===== config.mk =====
export PLATFORM = sky130hd
export DESIGN_NAME = bin2prio_arb_flat
export DESIGN_NICKNAME = d
export VERILOG_FILES = /design/src/rtl/bin2prio_arb_if.sv /design/src/rtl/bin2prio_arb.sv /design/src/flat_wrapper.sv
export SDC_FILE = /design/constraint.sdc
export NUM_CORES = 1
export LEC_CHECK = 0
export BUFFER_PORTS_ARGS = -buffer_cell sky130_fd_sc_hd__buf_4
export CORE_AREA = 2 2 95 97
export DETAILED_ROUTE_END_ITERATION = 8
export DIE_AREA = 0 0 97 99
export PLACE_DENSITY = 0.82
export RECOVER_POWER = 50
export SYNTH_ARGS = -nofsm -noshare
export SYNTH_HDL_FRONTEND = slang
export SYNTH_SLANG_ARGS = --single-unit

===== constraint.sdc =====
create_clock -name clk -period 4.12 [get_ports clk]
set_input_delay 0.618 -clock clk [delete_from_list [all_inputs] [get_ports clk]]
set_output_delay 0.618 -clock clk [all_outputs]
set_load 0.02 [all_outputs]

===== src/rtl/bin2prio_arb_if.sv =====
// Request/grant bundle between request sources, the arbiter and the grant consumer.
interface bin2prio_arb_if #(
  parameter int DW = 64,
  parameter int IW = (DW > 1) ? $clog2(DW) : 1
);
  logic [DW-1:0] req;
  logic          ack;
  logic [DW-1:0] gnt;
  logic [IW-1:0] gnt_idx;
  logic          valid;
  logic [15:0]   busy_cnt;

  modport master (output req, ack, input gnt, gnt_idx, valid, busy_cnt);
  modport slave  (input req, ack, output gnt, gnt_idx, valid, busy_cnt);
endinterface


===== src/rtl/bin2prio_arb.sv =====
// Registered fixed-priority / round-robin arbiter with a grant held until acknowledged.
module bin2prio_arb #(
  parameter  int DW   = 64,
  parameter  int MODE = 0,
  localparam int IW   = (DW > 1) ? $clog2(DW) : 1
) (
  input logic           clk,
  input logic           rst,
  bin2prio_arb_if.slave bus
);

  typedef enum logic {IDLE, GRANT} state_t;

  state_t        state;
  logic [IW-1:0] ptr;
  logic [IW-1:0] p_eval;
  logic [IW-1:0] pick;
  logic          hit;
  int            idx;

  // In GRANT the pointer is evaluated as if the pending ack were already applied,
  // so back-to-back arbitration sees the rotated priority on the same edge.
  always_comb begin
    p_eval = IW'(DW - 1);
    if (MODE == 1) begin
      p_eval = ptr;
      if (state == GRANT)
        p_eval = (bus.gnt_idx == '0) ? IW'(DW - 1) : bus.gnt_idx - IW'(1);
    end
  end

  // Descending scan from p_eval, wrapping through DW-1.
  always_comb begin
    pick = '0;
    hit  = 1'b0;
    idx  = 0;
    for (int k = 0; k < DW; k++) begin
      idx = int'(p_eval) - k;
      if (idx < 0) idx = idx + DW;
      if (!hit && bus.req[idx]) begin
        hit  = 1'b1;
        pick = IW'(idx);
      end
    end
  end

  always_ff @(posedge clk or posedge rst) begin
    if (rst) begin
      state        <= IDLE;
      bus.gnt      <= '0;
      bus.gnt_idx  <= '0;
      bus.valid    <= 1'b0;
      bus.busy_cnt <= '0;
      ptr          <= IW'(DW - 1);
    end else begin
      case (state)
        IDLE: begin
          if (hit) begin
            state        <= GRANT;
            bus.gnt      <= DW'(1) << pick;
            bus.gnt_idx  <= pick;
            bus.valid    <= 1'b1;
            bus.busy_cnt <= '0;
          end
        end
        GRANT: begin
          if (bus.ack) begin
            ptr <= p_eval;
            if (hit) begin
              bus.gnt      <= DW'(1) << pick;
              bus.gnt_idx  <= pick;
              bus.busy_cnt <= '0;
            end else begin
              state        <= IDLE;
              bus.gnt      <= '0;
              bus.gnt_idx  <= '0;
              bus.valid    <= 1'b0;
            end
          end else if (bus.busy_cnt != 16'hFFFF) begin
            bus.busy_cnt <= bus.busy_cnt + 16'd1;
          end
        end
        default: state <= IDLE;
      endcase
    end
  end

endmodule


===== src/flat_wrapper.sv =====
// flat-port wrapper written by rule: the top's interface ports become plain ports
module bin2prio_arb_flat 
#(
  parameter  int DW   = 64,
  parameter  int MODE = 0,
  localparam int IW   = (DW > 1) ? $clog2(DW) : 1
)
  (clk, rst, bus_req, bus_ack, bus_gnt, bus_gnt_idx, bus_valid, bus_busy_cnt);
  bin2prio_arb_if #(.DW(DW)) bus_i ();
  input logic clk;
  input logic rst;
  input wire logic [$bits(bus_i.req)-1:0] bus_req;
  input wire logic [$bits(bus_i.ack)-1:0] bus_ack;
  output wire logic [$bits(bus_i.gnt)-1:0] bus_gnt;
  output wire logic [$bits(bus_i.gnt_idx)-1:0] bus_gnt_idx;
  output wire logic [$bits(bus_i.valid)-1:0] bus_valid;
  output wire logic [$bits(bus_i.busy_cnt)-1:0] bus_busy_cnt;
  assign bus_i.req = bus_req;
  assign bus_i.ack = bus_ack;
  assign bus_gnt = bus_i.gnt;
  assign bus_gnt_idx = bus_i.gnt_idx;
  assign bus_valid = bus_i.valid;
  assign bus_busy_cnt = bus_i.busy_cnt;
  bin2prio_arb #(.DW(DW), .MODE(MODE)) u_core (.clk(clk), .rst(rst), .bus(bus_i));
endmodule

==> results of run 1 <==
==> registers in the layout (all words and copies together), names as in the netlist <==
register and flops:
u_core.bus.busy_cnt 16, u_core.bus.gnt 64, u_core.bus.gnt_idx 6, u_core.bus.valid 1, u_core.state 1
==> final cells by class <==
| cell class | count | area [µm²] |
|---|---|---|
| Clock inverter | 6 | 93.84 |
| Inverter | 14 | 53.80 |
| Clock buffer | 9 | 123.9 |
| Sequential cell | 88 | 2202 |
| Tap cell | 108 | 135.1 |
| Timing Repair Buffer | 160 | 905.9 |
| Fill cell | 751 | 2855 |
| Multi-Input combinational cell | 376 | 2181 |
==> per-layer routing <==
layer	global-route usage (%)	wire, µm
met3	5.532	1064
met1	38.82	5718
met5	0	0
met4	8.342	148
met2	44.07	6289
==> kinds of logic (layout without fill, tap and decap cells) <==
family / Yosys count / in the layout / synth area share [%]
AND/OR/NAND/NOR: 220 / 220 / 24.63
flip-flops: 88 / 88 / 48.27
adder cells (fa/ha/maj): 1 / 1 / 0.2742
buffers and inverters: 31 / 189 / 4.059
AO/OA/AOI/OAI: 155 / 155 / 22.76
==> worst max-delay path, delay by kind of cell <==
kind            cells  cell delay [ps]
simple gates        6             2670
buf+inv             1              110
compound gates      2              450
==> through the flow <==
step / setup WS [ps] / std cells
after floorplan: 956.2 / 495
after global placement: 365.9 / 746
after detailed placement: 311.7 / 746
after CTS: 651.7 / 761
after global routing: 365.4 / 761
final: 576.9 / 761
==> power breakdown <==
group	total (mW)	internal [mW]	switching [mW]
Clock	0.663	0.344	0.319
Combinational	0.204	0.0802	0.124
Sequential	0.884	0.874	0.0100
Total	1.75	1.30	0.453
==> worst min path at each step <==
stage,endpoint,depth (start not counted),slack [ps]
after floorplan,u_core.bus.valid,1,510
after global placement,u_core.bus.gnt[50],2,460
after detailed placement,u_core.bus.gnt[32],2,480
after CTS,u_core.bus.gnt[9],2,420
after global routing,u_core.bus.gnt[9],1,520
final,u_core.bus.gnt[18],2,490
==> cell usage in the layout (no fill, tap or decap), types with 3 or more instances in the layout <==
cell / instances
dfrtp_1: 88
clkbuf_1: 82
nand2_1: 77
buf_4: 76
o21ai_0: 75
nor2_1: 45
a22o_1: 30
nor3_1: 20
a21oi_1: 14
inv_1: 13
nand3_1: 12
nor4_1: 10
and3_1: 9
clkbuf_8: 9
nor2b_1: 5
or4_1: 5
nor4b_1: 5
nor4_2: 4
or3_1: 3
nand4_1: 3
nand2b_1: 3
a31oi_1: 3
o31ai_1: 3
a211oi_1: 3
==> metrics.yaml, run 1 <==
grt:
  grt_pass1_wl_mm: 21.63
  antenna_found_initial: 0
  grt_max_degree: 70
  grt_use_total_pct: 27.69
  grt_pass1_vias: 4302
  overflow: 0
floorplan:
  die_y_um: 99
  io_pins: 154
  die_area_um2: 9603
  start_util_pct: 53.35
  rows: 34
  fp.dieW_um: 97
  core_um2: 8551
sta:
  whs_ps: 487.0
  post-route-min-period_ps: 3543
  max_freq_mhz: 282.2
  worstMarginPinSlew_ps: 2220
  drv_slew: 51
  timing.final.crit_share_pct: 86.00
  tns_ps: 0
  slew_headroom_pct: -48.81
  setup_violations: 0
  skew_ps: 5.803
  hold_violations: 0
  rsz0062_at_grt: "no"
power:
  p_leak_nw: 2.465
  irDropWorstVdd_v: 0.0001936
  total_power_mw: 1.751
  power_density_nw_per_um2: 307.4
critical_path:
  worst-path-max-fanout: 10
  slowest_stage: "or4_1"
  end_kind: "flop"
  ff2ff_setup_slack_ps: 1400
  r2r-start: "u_core.bus.busy_cnt[0]"
  critPathRequiredTime_ps: 4420
  r2r_end: "u_core.bus.busy_cnt[14]"
  crit_path_cell_trace: "buf_4 -> or4_1 -> nand4bb_1 -> nor3_1 -> a221o_1 -> nand4bb_1 -> nand4_1 -> nor2_1 -> a22o_1"
  crit_path_max_incr_delay_ps: 630
  crit_path_frequent_cell: "nand4bb_1"
  cp-start-kind: "input port"
  crit_start: "bus_req[60]"
  r2r.worst_path.cells: 9
  critical_path_class: "input port to flop"
  arrival_ps: 3840
  crit_end: "u_core.bus.gnt[15]"
routing:
  wl_mm: 13.22
  first_pass_iters: 5
  vias: 4561
  drc: 0
  ant_nets: 0
  via_per_inst: 5.993
  wire_per_inst_um: 17.37
  first_iter_violations: 245
yosys:
  synth_nets: 563
  synth_edf_count: 0
  synth_common_cells: "dfrtp_1, nand2_1, o21ai_0"
  yosys_warnings: 0
  syn_avg_cell_area_um2: 9.216
  synth_ff_type: "dfrtp_1"
  yosysMostFrequentCell: "dfrtp_1"
  synth_seq_area_share_pct: 48.27
  synth_seq_cells: 88
  synth_cell_types: 61
  synth_top_area_share_pct: 48.27
  synth_area_leaders: "dfrtp_1, o21ai_0, nand2_1, a22o_1, nor2_1"
  synth_cells: 495
  post-synth-top-area-cell: "dfrtp_1"
  async_flop_share_pct: 100.0
  synth_area_um2: 4562
placement:
  place.port_buffers: 153
  hpwl_mm: 9.866
  place.gp.congestion: 0.9284
  dpl_cell_area_um2: 5786
hold_path:
  hp-class: "flop to flop"
  hp-start: "u_core.bus.gnt[18]"
finish:
  drive_gt1_share_pct: 17.46
  final_area_um2: 5695
  fin_nets: 717
  insertedDiodeCount: 0
  final_util_pct: 66.61
  area_growth_pct: 24.85
outcome:
  status: "finished, violations left"
  violations: "max-capacitance violations, max-slew violations"
clocking:
  numCtsBuffers: 9
  cts_resized: 0
  clk_latency_ps: 350
  cts_htree_levels: 3
  cts_setup_buffers: 0
  cts_tree: "done"
  clkSlewWorstSetupHoldPaths_ps: 90
  root_buffer: "clkbuf_8"
  cts_sinks: 88
  clock_tree.buffer_depth: 2
  postCtsHoldBufs: 0
job:
  drv_cap: 1
(Power assumes the default switching activity.)
==> run 2: changes to the inputs <==
--- a/config.mk
+++ b/config.mk
@@ -6,10 +6,10 @@
 export NUM_CORES = 1
 export LEC_CHECK = 0
 export BUFFER_PORTS_ARGS = -buffer_cell sky130_fd_sc_hd__buf_4
-export CORE_AREA = 2 2 95 97
+export CORE_AREA = 3 3 100 102
 export DETAILED_ROUTE_END_ITERATION = 8
-export DIE_AREA = 0 0 97 99
-export PLACE_DENSITY = 0.82
+export DIE_AREA = 0 0 103 105
+export PLACE_DENSITY = 0.76
 export RECOVER_POWER = 50
 export SYNTH_ARGS = -nofsm -noshare
 export SYNTH_HDL_FRONTEND = slang
==> metrics.yaml, run 2 (synthesized netlist as in run 1, its figures left out) <==
finish:
  layout_common_cells: "buf_4, dfrtp_1, nand2_1"
  drive_gt1_share_pct: 19.63
  layout_commonest_cell: "buf_4"
  area_growth_pct: 26.47
  insertedDiodeCount: 0
  top_register: "u_core.bus.gnt"
  seqCellArea_um2: 2202
  reg.largest.list: "u_core.bus.gnt x64, u_core.bus.busy_cnt x16, u_core.bus.gnt_idx x6"
  fillers: 843
  largest_reg_flops: 64
  fin_nets: 716
  multi_input_area_um2: 2175
routing:
  ant_nets: 0
  via_per_inst: 5.925
  wl_mm: 13.53
  first_pass_iters: 5
  first_iter_violations: 296
  wire_per_inst_um: 17.74
  drc: 0
  vias: 4521
floorplan:
  rows: 35
  core_um2: 9196
  fp.dieW_um: 103
  start_util_pct: 49.61
  die_y_um: 105
  io_pins: 154
  die_area_um2: 10820
clocking:
  clk_latency_ps: 360
  cts_htree_levels: 3
  cts_setup_buffers: 0
  cts_resized: 0
  clkSlewWorstSetupHoldPaths_ps: 80
  numCtsBuffers: 9
  cts_tree: "done"
  postCtsHoldBufs: 0
  cts_sinks: 88
  root_buffer: "clkbuf_8"
  clock_tree.buffer_depth: 2
sta:
  skew_ps: 9.535
  hold_violations: 0
  worstMarginPinSlew_ps: 2793
  setup_violations: 0
  tns_ps: 0
  slew_headroom_pct: -87.19
  timing.final.crit_share_pct: 87.22
  post-route-min-period_ps: 3593
  drv_slew: 66
  max_freq_mhz: 278.3
  rsz0062_at_grt: "no"
  finalWorstSetupSlack_ps: 526.7
hold_path:
  hp-class: "flop to flop"
  hp-start: "u_core.bus.gnt[22]"
critical_path:
  worst-path-max-fanout: 10
  critical_path_class: "input port to flop"
  critPathBufInv: 1
  crit_path_max_incr_delay_ps: 610
  cp_top_family: "simple AND/OR/NAND/NOR gates"
  crit_path_cell_trace: "buf_4 -> or4_1 -> nand4bb_1 -> nor3_1 -> nand2_1 -> o2111a_1 -> a211oi_2 -> nand2_1 -> o21ai_0"
  slowest_stage: "or4_1"
  crit_start: "bus_req[60]"
  crit_path_frequent_cell: "nand2_1"
  arrival_ps: 3840
  critPathRequiredTime_ps: 4370
  cp-start-kind: "input port"
  r2r-start: "u_core.bus.busy_cnt[0]"
  end_kind: "flop"
grt:
  overflow: 0
  grt_max_degree: 71
  grt_pass1_wl_mm: 21.60
  grt_pass1_vias: 4294
  grt_use_total_pct: 25.02
  antenna_found_initial: 0
placement:
  hpwl_mm: 10.26
  place.gp.congestion: 0.9971
  pre_cts_slack_ps: 227.9
  place.port_buffers: 153
power:
  p_leak_nw: 2.534
  intPower_mw: 1.361
  sequentialPowerShare_pct: 48.9
  p_clk_share_pct: 39.7
  power_frac_comb_pct: 11.4
  irDropWorstVdd_v: 0.0001886
  power_density_nw_per_um2: 313.1
  p_sw_share_pct: 24.68
  switching_power_mw: 0.4458
outcome:
  status: "finished, violations left"
  violations: "max-capacitance violations, max-slew violations"
job:
  drv_cap: 1
run 2: final timing paths:
path / to / slack (ps) / cells after the start
hold reg to reg: u_core.bus.gnt[22] / 490 / 2
setup / recovery: u_core.bus.gnt[10] / 530 / 9
setup reg to reg: u_core.bus.busy_cnt[14] / 1370 / 9
min in group asynchronous: u_core.bus.gnt[54] / 1050 / 2
hold / removal: u_core.bus.gnt[22] / 490 / 2
max in group asynchronous: u_core.bus.gnt[57] / 1070 / 3
run 2: stage by stage:
step	hold slack [ps]	instances	util (%)	cell area, µm²	power [mW]
floorplan	510.4	495	-	4562	1.004
global placement	463.4	748	62.80	5776	1.109
detailed placement	471.3	748	62.80	5776	1.113
CTS	490.6	763	65.43	6017	1.824
global route	512.2	763	62.73	5769	1.868
finish	485.7	763	62.73	5769	1.807
run 2: cell type report:
type                    count  area share [%]
repair buffers            159           16.61
inverters                  14          0.9326
flip-flops and latches     88           38.17
clock inverters             6           2.039
well taps                 111           2.407
clock buffers               9           2.147
multi-input cells         376           37.69
run 2: worst min-delay path, cell delays in order (launching register included):
cell	delay [ps]
dfrtp_1	350
nand2_1	40
o21ai_0	60
run 2: power groups by stage:
stage / registers (mW) / logic [mW] / clock network (mW)
detailed placement: 0.901 / 0.212 / 0
CTS: 0.884 / 0.212 / 0.728
global route: 0.885 / 0.226 / 0.757
finish: 0.884 / 0.206 / 0.717
floorplan: 0.911 / 0.0924 / 0
global placement: 0.901 / 0.208 / 0
run 2: metal layers:
| layer | GRT usage [%] | vias to the layer above | wire, µm |
|---|---|---|---|
| met2 | 41.20 | 204 | 6556 |
| met5 | 0 | - | 0 |
| met4 | 6.105 | 0 | 155 |
| li1 | - | 2131 | - |
| met3 | 6.208 | 14 | 1110 |
| met1 | 32.86 | 2172 | 5711 |
==> run 3: changes to the inputs <==
==> constraint.sdc (replaced) <==
create_clock -name clk -period 3.7 [get_ports clk]
set_input_delay 0.555 -clock clk [delete_from_list [all_inputs] [get_ports clk]]
set_output_delay 0.555 -clock clk [all_outputs]
set_load 0.02 [all_outputs]
==> metrics.yaml, run 3 (synthesized netlist as in run 1, its figures left out) <==
sta:
  timing.final.crit_share_pct: 89.22
  finalWorstSetupSlack_ps: 398.7
  skew_ps: 9.211
  slew_headroom_pct: -11.13
  rsz0062_at_grt: "no"
  whs_ps: 480.5
  worstMarginPinSlew_ps: 1658
  post-route-min-period_ps: 3301
  drv_slew: 40
  hold_violations: 0
  tns_ps: 0
  setup_violations: 0
  max_freq_mhz: 302.9
floorplan:
  io_pins: 154
  die_area_um2: 10820
  start_util_pct: 49.61
  core_um2: 9196
  die_y_um: 105
  fp.dieW_um: 103
  rows: 35
grt:
  antenna_found_initial: 0
  overflow: 0
  grt_max_degree: 71
  grt_pass1_wl_mm: 21.48
  grt_use_total_pct: 24.96
  grt_pass1_vias: 4330
finish:
  top_register: "u_core.bus.gnt"
  fillers: 828
  final_area_um2: 5902
  layout.cells.non_filler: 775
  final_util_pct: 64.18
  insertedDiodeCount: 0
  layout_common_cells: "buf_4, dfrtp_1, nand2_1"
  reg.largest.list: "u_core.bus.gnt x64, u_core.bus.busy_cnt x16, u_core.bus.gnt_idx x6"
  largest_reg_flops: 64
  area_growth_pct: 29.37
  fin_nets: 727
  layout_commonest_cell: "buf_4"
  drive_gt1_share_pct: 24.25
clocking:
  cts_tree: "done"
  root_buffer: "clkbuf_8"
  cts_sinks: 88
  clock_tree.buffer_depth: 2
  cts_resized: 0
  numCtsBuffers: 9
  cts_htree_levels: 3
  postCtsHoldBufs: 0
  cts_setup_buffers: 0
  clk_latency_ps: 350
  clkSlewWorstSetupHoldPaths_ps: 90
power:
  p_leak_nw: 2.657
  power_density_nw_per_um2: 326.2
  irDropWorstVdd_v: 0.0002182
  total_power_mw: 1.925
routing:
  vias: 4516
  wire_per_inst_um: 17.64
  wl_mm: 13.67
  first_iter_violations: 275
  first_pass_iters: 5
  ant_nets: 0
  drc: 0
  via_per_inst: 5.827
outcome:
  status: "finished, violations left"
  violations: "max-capacitance violations, max-slew violations"
critical_path:
  worst-path-max-fanout: 7
  arrival_ps: 3540
  critical_path_class: "input port to flop"
  crit_path_cell_trace: "buf_4 -> or4_1 -> nand4bb_1 -> nor4_2 -> buf_4 -> a221o_1 -> or4b_4 -> a311oi_1 -> buf_4 -> nor2_1 -> a22o_1"
  cp-start-kind: "input port"
  end_kind: "flop"
  crit_path_frequent_cell: "buf_4"
  critPathRequiredTime_ps: 3940
  slowest_stage: "a311oi_1"
  crit_path_max_incr_delay_ps: 780
placement:
  dp_cells: 759
  dpl_cell_area_um2: 5858
  hpwl_mm: 10.69
  pre_cts_slack_ps: 79.80
  place.port_buffers: 153
  place.gp.congestion: 0.9281
job:
  drv_cap: 1
hold_path:
  hp-class: "flop to flop"
## run 3: cell count changes in the layout (fill, tap and decap cells not counted), sizes merged
cell | before | now
bufinv | 3 | 1
inv | 14 | 15
clkbuf | 76 | 56
buf | 92 | 124
clkinv | 1 | 2
## run 3: path summary, 6_finish.rpt
kind,slack [ps],from,end,depth (start not counted)
max in group asynchronous,1210,rst,u_core.bus.busy_cnt[0],3
hold reg to reg,480,u_core.bus.gnt[54],u_core.bus.gnt[54],2
min in group asynchronous,590,rst,u_core.bus.gnt[20],2
hold / removal,480,u_core.bus.gnt[54],u_core.bus.gnt[54],2
setup / recovery,400,bus_req[62],u_core.bus.gnt[25],11
setup reg to reg,960,u_core.bus.busy_cnt[0],u_core.bus.busy_cnt[14],9
## run 3: final cells by class
| type | instances | area, µm² | area share, % |
|---|---|---|---|
| Inverter | 14 | 53.80 | 0.9116 |
| Clock buffer | 10 | 137.6 | 2.332 |
| Multi-Input combinational cell | 376 | 2175 | 36.85 |
| Sequential cell | 88 | 2202 | 37.31 |
| Tap cell | 111 | 138.9 | 2.353 |
| Timing Repair Buffer | 170 | 1120 | 18.97 |
| Clock inverter | 6 | 75.07 | 1.272 |
## run 3: report_power, final
part / total (mW) / switching, mW / internal (mW) / leakage (nW)
registers: 0.985 / 0.0114 / 0.973 / 1.20
clock network: 0.703 / 0.363 / 0.340 / 0.105
logic: 0.238 / 0.140 / 0.0979 / 1.36
## run 3: worst max-delay path, delay by kind of cell
family                 cells  cell delay, ps
AO/OA/AOI/OAI              3            1330
AND/OR/NAND/NOR            5            1100
buffers and inverters      3             550
## run 3: routing by layer
metal  up-vias  wire (µm)  GRT usage [%]
met2       174       6676          41.11
met5         -          0              0
met3        15        868          4.673
li1       2147          -              -
met4         0        210          6.753
met1      2180       5917          33.43
